<file path="src/rtl/rsa_stream_ctrl.sv">
// Avalon-MM master bridging the RS232 UART to a modular-exponentiation core:
// loads n/d once, then streams ciphertext blocks through the core and returns results.
module rsa_stream_ctrl #(
  parameter int WIDTH       = 256,
  parameter int ADDR_W      = 5,
  parameter int RX_BASE     = 0,
  parameter int TX_BASE     = 4,
  parameter int STATUS_BASE = 8,
  parameter int RX_OK_BIT   = 7,
  parameter int TX_OK_BIT   = 6,
  parameter int OUT_BYTES   = WIDTH/8-1
) (
  input  logic              avm_clk,
  input  logic              avm_rst,
  output logic [ADDR_W-1:0] avm_address,
  output logic              avm_read,
  input  logic [31:0]       avm_readdata,
  output logic              avm_write,
  output logic [31:0]       avm_writedata,
  input  logic              avm_waitrequest,
  output logic              core_start,
  output logic [WIDTH-1:0]  core_a,
  output logic [WIDTH-1:0]  core_d,
  output logic [WIDTH-1:0]  core_n,
  input  logic [WIDTH-1:0]  core_result,
  input  logic              core_finished,
  input  logic              key_reload,
  output logic              key_loaded,
  output logic [15:0]       blocks_done
);

  localparam int BYTES = WIDTH/8;
  localparam int CNT_W = $clog2(2*BYTES+1);

  typedef enum logic [2:0] {Q_RX, RD, START, CALC, Q_TX, WR} state_t;

  state_t            state_q, state_d;
  logic [WIDTH-1:0]  n_q, n_d, d_q, d_d, a_q, a_d, result_q, result_d;
  logic [CNT_W-1:0]  cnt_q, cnt_d;
  logic              key_loaded_q, key_loaded_d;
  logic              reload_q, reload_d;
  logic [15:0]       blocks_done_q, blocks_done_d;

  logic              reload_now;
  logic              key_eff;
  logic [7:0]        rx_byte;
  logic [CNT_W-1:0]  tx_idx;
  logic [7:0]        tx_byte;
  logic              unused_rd;

  // Only a few status bits and the low byte are meaningful; the rest is ignored.
  assign unused_rd = ^avm_readdata;

  assign core_n      = n_q;
  assign core_d      = d_q;
  assign core_a      = a_q;
  assign key_loaded  = key_loaded_q;
  assign blocks_done = blocks_done_q;

  always_ff @(posedge avm_clk or posedge avm_rst) begin
    if (avm_rst) begin
      state_q       <= Q_RX;
      n_q           <= '0;
      d_q           <= '0;
      a_q           <= '0;
      result_q      <= '0;
      cnt_q         <= '0;
      key_loaded_q  <= 1'b0;
      reload_q      <= 1'b0;
      blocks_done_q <= '0;
    end else begin
      state_q       <= state_d;
      n_q           <= n_d;
      d_q           <= d_d;
      a_q           <= a_d;
      result_q      <= result_d;
      cnt_q         <= cnt_d;
      key_loaded_q  <= key_loaded_d;
      reload_q      <= reload_d;
      blocks_done_q <= blocks_done_d;
    end
  end

  always_comb begin
    state_d       = state_q;
    n_d           = n_q;
    d_d           = d_q;
    a_d           = a_q;
    result_d      = result_q;
    cnt_d         = cnt_q;
    blocks_done_d = blocks_done_q;
    avm_read      = 1'b0;
    avm_write     = 1'b0;
    avm_address   = ADDR_W'(STATUS_BASE);
    avm_writedata = '0;
    core_start    = 1'b0;

    rx_byte = avm_readdata[7:0];
    tx_idx  = CNT_W'(OUT_BYTES-1) - cnt_q;
    tx_byte = 8'(result_q >> {tx_idx, 3'b000});

    // A reload between blocks drops the key at once; one during key loading is discarded.
    reload_now   = reload_q | key_reload;
    key_eff      = key_loaded_q &
                   ~(reload_now && cnt_q == '0 && (state_q == Q_RX || state_q == RD));
    key_loaded_d = key_eff;
    reload_d     = key_eff ? reload_now : 1'b0;

    case (state_q)
      Q_RX: begin
        avm_read = 1'b1;
        if (!avm_waitrequest && avm_readdata[RX_OK_BIT]) state_d = RD;
      end
      RD: begin
        avm_read    = 1'b1;
        avm_address = ADDR_W'(RX_BASE);
        if (!avm_waitrequest) begin
          cnt_d   = cnt_q + 1'b1;
          state_d = Q_RX;
          if (!key_eff) begin
            if (cnt_q < CNT_W'(BYTES)) n_d = {n_q[WIDTH-9:0], rx_byte};
            else                       d_d = {d_q[WIDTH-9:0], rx_byte};
            if (cnt_q == CNT_W'(2*BYTES-1)) begin
              key_loaded_d = 1'b1;
              cnt_d        = '0;
            end
          end else begin
            a_d = {a_q[WIDTH-9:0], rx_byte};
            if (cnt_q == CNT_W'(BYTES-1)) begin
              cnt_d   = '0;
              state_d = START;
            end
          end
        end
      end
      START: begin
        core_start = 1'b1;
        state_d    = CALC;
      end
      CALC: begin
        if (core_finished) begin
          result_d = core_result;
          state_d  = Q_TX;
        end
      end
      Q_TX: begin
        avm_read = 1'b1;
        if (!avm_waitrequest && avm_readdata[TX_OK_BIT]) state_d = WR;
      end
      WR: begin
        avm_write     = 1'b1;
        avm_address   = ADDR_W'(TX_BASE);
        avm_writedata = {24'd0, tx_byte};
        if (!avm_waitrequest) begin
          cnt_d   = cnt_q + 1'b1;
          state_d = Q_TX;
          if (cnt_q == CNT_W'(OUT_BYTES-1)) begin
            blocks_done_d = blocks_done_q + 16'd1;
            cnt_d         = '0;
            state_d       = Q_RX;
            if (reload_now) begin
              key_loaded_d = 1'b0;
              reload_d     = 1'b0;
            end
          end
        end
      end
      default: state_d = Q_RX;
    endcase
  end

endmodule

</file>
<file path="config.mk">
export PLATFORM = sky130hd
export DESIGN_NAME = rsa_stream_ctrl
export DESIGN_NICKNAME = d
export VERILOG_FILES = /design/src/rtl/rsa_stream_ctrl.sv
export SDC_FILE = /design/constraint.sdc
export NUM_CORES = 2
export LEC_CHECK = 0
export ABC_AREA = 1
export CORE_AREA = 4 4 432 434
export CTS_CLUSTER_DIAMETER = 120
export DETAILED_ROUTE_END_ITERATION = 10
export DIE_AREA = 0 0 436 438
export DONT_BUFFER_PORTS = 1
export GPL_ROUTABILITY_DRIVEN = 0
export SLEW_MARGIN = 40
export SYNTH_ARGS = -nofsm -noshare
export SYNTH_HDL_FRONTEND = slang
export SYNTH_SLANG_ARGS = --single-unit
</file>
<file path="constraint.sdc">
create_clock -name avm_clk -period 41.4 [get_ports avm_clk]
set_input_delay 6.21 -clock avm_clk [delete_from_list [all_inputs] [get_ports avm_clk]]
set_output_delay 6.21 -clock avm_clk [all_outputs]
set_load 0.02 [all_outputs]
</file>
[Word level (Yosys, flattened, before mapping)]
Cells that the tools add are included.
Storage, ports and cells
  bits in registers: 1052
  logic and storage cells: 83
Cells by class
  $add $sub $neg: 3
  order comparisons: 1
  equality and inequality tests: 13
  shift-type cells: 1
  multiplexer cells: 33
  bitwise gates (word level): 6
  reduce and logical (&&, ||, !) cells: 17
Operator list (number)
  256-bit by 10-bit right shift with 8-bit output: 1
  7-bit two-way mux: 6
  3-bit two-way mux: 6
  3-bit one-hot mux with 6 select lines: 1
  16-bit by 1-bit adder with 16-bit output (second input constant): 1
  7-bit by 5-bit == test with 1-bit output (second input constant): 2
  1-bit two-way mux: 14
  7-bit one-hot mux with 2 select lines: 1
  3-bit AND reduction: 3
  8-bit two-way mux: 1
  2-bit inequality test (second input constant): 4
  4-bit one-hot mux with 2 select lines: 1
  4-bit AND reduction: 2
  7-bit by 1-bit adder with 7-bit output (second input constant): 1
  7-bit by 6-bit == test with 1-bit output (second input constant): 1
  7-bit zero test: 1
  7-bit by 6-bit less-than comparator with 1-bit output (second input constant): 1
  5-bit by 7-bit subtractor with 7-bit output (first input constant): 1
  3-bit by 2-bit == test with 1-bit output (second input constant): 2
  3-bit == test (second input constant): 2
  5-bit AND reduction: 1
  1-bit logical AND: 4
  2-bit two-way mux: 2
  1-bit inverter: 4
  11 further kinds: 11

[Logic depth before layout (Yosys ltp)]
  word-level depth: 10
  depth in mapped cells: 16
  gate-level depth less buffers: 12

[Least setup slack after synthesis]
OpenSTA, ideal clock, no wires.
  path type: flip-flop to output port
  from: reg cnt_q[0]
  to: out avm_writedata[0]
  arrival: 2.616 ns
  required time: 35.190 ns
  path slack: 32.574 ns
  cell stages (with the launch flop): 16
  cells stage by stage: dfrtp_1 > inv_1 > clkbuf_1 > clkbuf_1 > ha_1 > buf_2 > inv_1 > clkbuf_1 > clkbuf_1 > nor2_1 > o21ai_0 > nand3_1 > nand3_1 > nand3_1 > nand2_1 > nor2_1
Between the ends
  longest elaborated chain between the ends: 3
RTL lines
  start, declared: line 39  | logic [CNT_W-1:0] cnt_q, cnt_d;
  start signal, assigned: line 77  | cnt_q <= cnt_d;
  5-bit by 7-bit subtractor with 7-bit output: line 99  | tx_idx = CNT_W'(OUT_BYTES-1) - cnt_q;
  256-bit by 10-bit right shift with 8-bit output: line 100  | tx_byte = 8'(result_q >> {tx_idx, 3'b000});
  8-bit two-way mux: line 109  | case (state_q)
  end, declared: line 19  | output logic [31:0] avm_writedata,
No other way between the ends.

[Worst setup path in the final report]
  from: reg cnt_q[0]
  to: out avm_writedata[6]
Same word-level chain as after synthesis.

==> Implementation_results.wiki <==
{| class="wikitable"
! Metric !! Value
|-
| Clock tree sinks || 1052
|-
| Fin. max-slew vios || 0
|-
| Via count of the first global-routing pass || 28500
|-
| Slack of the worst reg-to-reg path || 36620 ps
|-
| Met1 WL || 54000 um
|-
| Sequential-to-total area share from yosys stat || 62.3%
|-
| VDD IR-drop max || 0.0000386 V
|-
| Yosys warnings || 0
|-
| Sum Neg Setup Slack || 0 ps
|-
| Cell area after placement || 0.0445 sq mm
|-
| Finished layout cell area || 0.0483 sq mm
|-
| Vertical die dimension || 438 um
|-
| Type of the most critical hold path || reg2reg
|-
| Total iterations of the first detailed-routing run || 6
|-
| Netlist area before placement || 0.0423 sq mm
|-
| Worst clock skew || 30.4 ps
|-
| Crit path time final || 10740 ps
|-
| DRC violations left || 0
|-
| Starting Density || 23.1%
|-
| Beginning of the critical path || cnt_q[0]
|-
| Iter 0 DRT Violations || 2205
|-
| Depth of the CTS H-tree || 3
|-
| Clk Latency, worst-skew pair || 750 ps
|-
| Post-CTS Repair Setup Buffers || 0
|-
| Routed wire length || 144000 um
|-
| Total Power || 3.76 mW
|-
| Worst setup slack before clock tree synthesis || 31280 ps
|-
| Synth top cells by count || sky130_fd_sc_hd__dfrtp_1 (1052), sky130_fd_sc_hd__nor2_1 (661), sky130_fd_sc_hd__nand2_1 (581)
|-
| Final Worst Setup Slack || 30660 ps
|-
| Clock root buffer || sky130_fd_sc_hd__clkbuf_16
|-
| Clock transition at the registers of the reported paths || 60 ps
|-
| Fin. Hold Viols || 0
|-
| Critical path data required time || 35190 ps
|-
| Source of the worst hold timing path || result_q[90]
|-
| Setup repair after global routing missed its margin || no
|-
| Area share of xor/xnor cells in the synthesized design || 0.391%
|-
| Critical setup path kind || reg2out
|-
| Top routing layer in use || met5
|-
| Asr flop ratio synth || 100%
|-
| Maximum clock frequency || 93.1 MHz
|-
| Type of element capturing the critical path || primary output
|-
| Largest net degree at the start of global routing || 263
|-
| Total setup violations reported at the end of the flow || 0
|-
| Met2 Routed Length || 73100 um
|-
| Number of flip-flops and latches in the synthesized netlist || 1052
|-
| Count of flip-flops with a built-in enable after synthesis || 0
|-
| Share of final-layout standard cells stronger than drive strength 1 || 11.0%
|-
| Pwr/cell area || 77.7 mW/mm^2
|-
| Outcome || finished, final reports clean
|-
| Standard-cell rows || 157
|-
| Overall fraction of global-route tracks in use || 14.5%
|-
| CORE AREA || 0.183 sq mm
|-
| Synthesized-area fraction occupied by and/or/nand/nor cells || 12.5%
|-
| Met3 WL || 12200 um
|-
| Post_cts resized || 0
|-
| Avg Inst Size Synth || 9.83 sq um
|-
| Initial antenna violation count || 56
|-
| Count of pins on the block boundary || 1118
|-
| Top cell type's share of synthesized area || 62.3%
|-
| Half-perimeter wire length after detailed placement || 110000 um
|-
| Area contributors post-synth || sky130_fd_sc_hd__dfrtp_1 (62%), sky130_fd_sc_hd__mux2_2 (6.4%), sky130_fd_sc_hd__nor2_1 (5.9%)
|-
| Detail Route Antenna Nets || 0
|-
| Nets || 4502
|-
| Worst-path maximum fanout || 51
|-
| Routed vias || 29400
|-
| Post-DR vias/cell || 4.38
|-
| Final clock period utilization by the worst path || 26.0%
|-
| Most instantiated library cell after synthesis || sky130_fd_sc_hd__dfrtp_1
|-
| Number of max-cap violations || 0
|-
| Transition at the pin with the smallest max-transition slack || 863 ps
|-
| Post-synthesis cell count || 4304
|-
| Per-cell routed wire length || 21.5 um
|-
| Main combinational cell family by area after synthesis || simple AND/OR/NAND/NOR gates
|-
| Count of input and output buffers || 0
|-
| TritonCTS buffer count || 109
|-
| Maximum clock path buffer count || 3
|-
| Synth cell types || 32
|-
| Number of inserted filler cells in the final layout || 19300
|-
| Start of the worst register-to-register path || cnt_q[0]
|-
| Static Leakage || 24.2 nW
|-
| Total global routing overflow || 0
|-
| Cell taking the most area after synthesis || sky130_fd_sc_hd__dfrtp_1
|-
| Horizontal die dimension || 436 um
|-
| Fraction of the mapped netlist area in compound gates || 11.0%
|-
| Dominant synthesized flop cell || sky130_fd_sc_hd__dfrtp_1
|-
| Adder and majority gate portion of the synthesized area || 0.118%
|-
| Startpoint kind of the worst setup timing path || register
|-
| CTS tree || yes
|-
| Count of hold buffers inserted by post-cts repair || 0
|-
| First-pass GRT wire length || 206000 um
|-
| Floorplan die area || 0.191 sq mm
|-
| Headroom to the max-slew limit || 42.4%
|-
| Area growth from synthesis to layout || 14.3%
|-
| Multiplexer area fraction after synthesis || 6.39%
|-
| Utilization after layout || 26.5%
|-
| Worst EP arrival || 4530 ps
|}
per-stage QoR:
stage / instances / hold WS, ps
final: 6712 / 498
after global routing: 6692 / 506
after CTS: 6674 / 501
after detailed placement: 6476 / 488
after global placement: 6472 / 482
after floorplan: 4330 / 474
kinds of logic (layout without fill, tap and decap cells):
kind of cell,count (synthesis),in the layout
multiplexers,240,240
flip-flops,1052,1052
buffers and inverters,712,674
XOR/XNOR,18,18
AND/OR/NAND/NOR,1353,1353
other,1,62
AO/OA/AOI/OAI,924,924
adder cells (fa/ha/maj),4,4
registers in the layout, indices dropped and copies added, names as in the netlist:
register / count
core_a: 256
blocks_done: 16
key_loaded: 1
core_n: 256
cnt_q: 7
result_q: 256
core_d: 256
reload_q: 1
state_q: 3
worst max-delay path, stage by stage (launching register included):
cell and delay, ps:
sky130_fd_sc_hd__dfrtp_4 640, sky130_fd_sc_hd__inv_4 510, sky130_fd_sc_hd__ha_4 520, sky130_fd_sc_hd__inv_2 310
sky130_fd_sc_hd__buf_4 350, sky130_fd_sc_hd__nor2_1 340, sky130_fd_sc_hd__o21ai_0 150, sky130_fd_sc_hd__nand3_1 100
sky130_fd_sc_hd__nand3_1 90, sky130_fd_sc_hd__nand3_1 100, sky130_fd_sc_hd__nand2_1 150, sky130_fd_sc_hd__nor2_1 460
final cells by class:
| class | instances | area (sq um) | share of cell area, % |
|---|---|---|---|
| repair buffers | 43 | 562 | 1.16 |
| diodes | 35 | 87.6 | 0.181 |
| flip-flops and latches | 1052 | 26300 | 54.5 |
| well taps | 2385 | 2980 | 6.17 |
| clock inverters | 44 | 594 | 1.23 |
| inverters | 433 | 1640 | 3.39 |
| multi-input cells | 2566 | 13100 | 27.0 |
| clock buffers | 154 | 3090 | 6.39 |
routing by layer:
metal	vias up	track usage [%]
met5	-	0
met4	30	4.89
met2	1044	25.3
met3	274	5.38
li1	13600	-
met1	14500	16.3
report_power, final:
group,leakage (nW),internal [mW],switching (mW),total [mW]
logic,9.63,0.235,0.512,0.747
registers,12.8,1.30,0.696,2.00
clock network,1.79,0.579,0.430,1.01
total,24.2,2.12,1.64,3.76
layout by cell type (no fill, tap or decap), types with 15 or more instances in the layout:
master and n:
sky130_fd_sc_hd__a21oi_1 378, sky130_fd_sc_hd__buf_4 15, sky130_fd_sc_hd__buf_6 17, sky130_fd_sc_hd__clkbuf_1 26, sky130_fd_sc_hd__clkbuf_16 109, sky130_fd_sc_hd__clkbuf_8 19
sky130_fd_sc_hd__clkinv_2 17, sky130_fd_sc_hd__conb_1 27, sky130_fd_sc_hd__dfrtp_1 1051, sky130_fd_sc_hd__diode_2 35, sky130_fd_sc_hd__inv_1 428, sky130_fd_sc_hd__mux2_2 240
sky130_fd_sc_hd__nand2_1 580, sky130_fd_sc_hd__nand3_1 89, sky130_fd_sc_hd__nor2_1 659, sky130_fd_sc_hd__o21ai_0 438, sky130_fd_sc_hd__o21ai_1 88
path summary, 6_finish.rpt:
check | endpoint | cells after the start
min | result_q[90] | 1
max in group asynchronous | core_a[181] | 5
max | avm_writedata[6] | 11
min reg2reg | result_q[90] | 1
max reg2reg | core_a[155] | 12
min in group asynchronous | result_q[94] | 1
(Power assumes the default switching activity.)
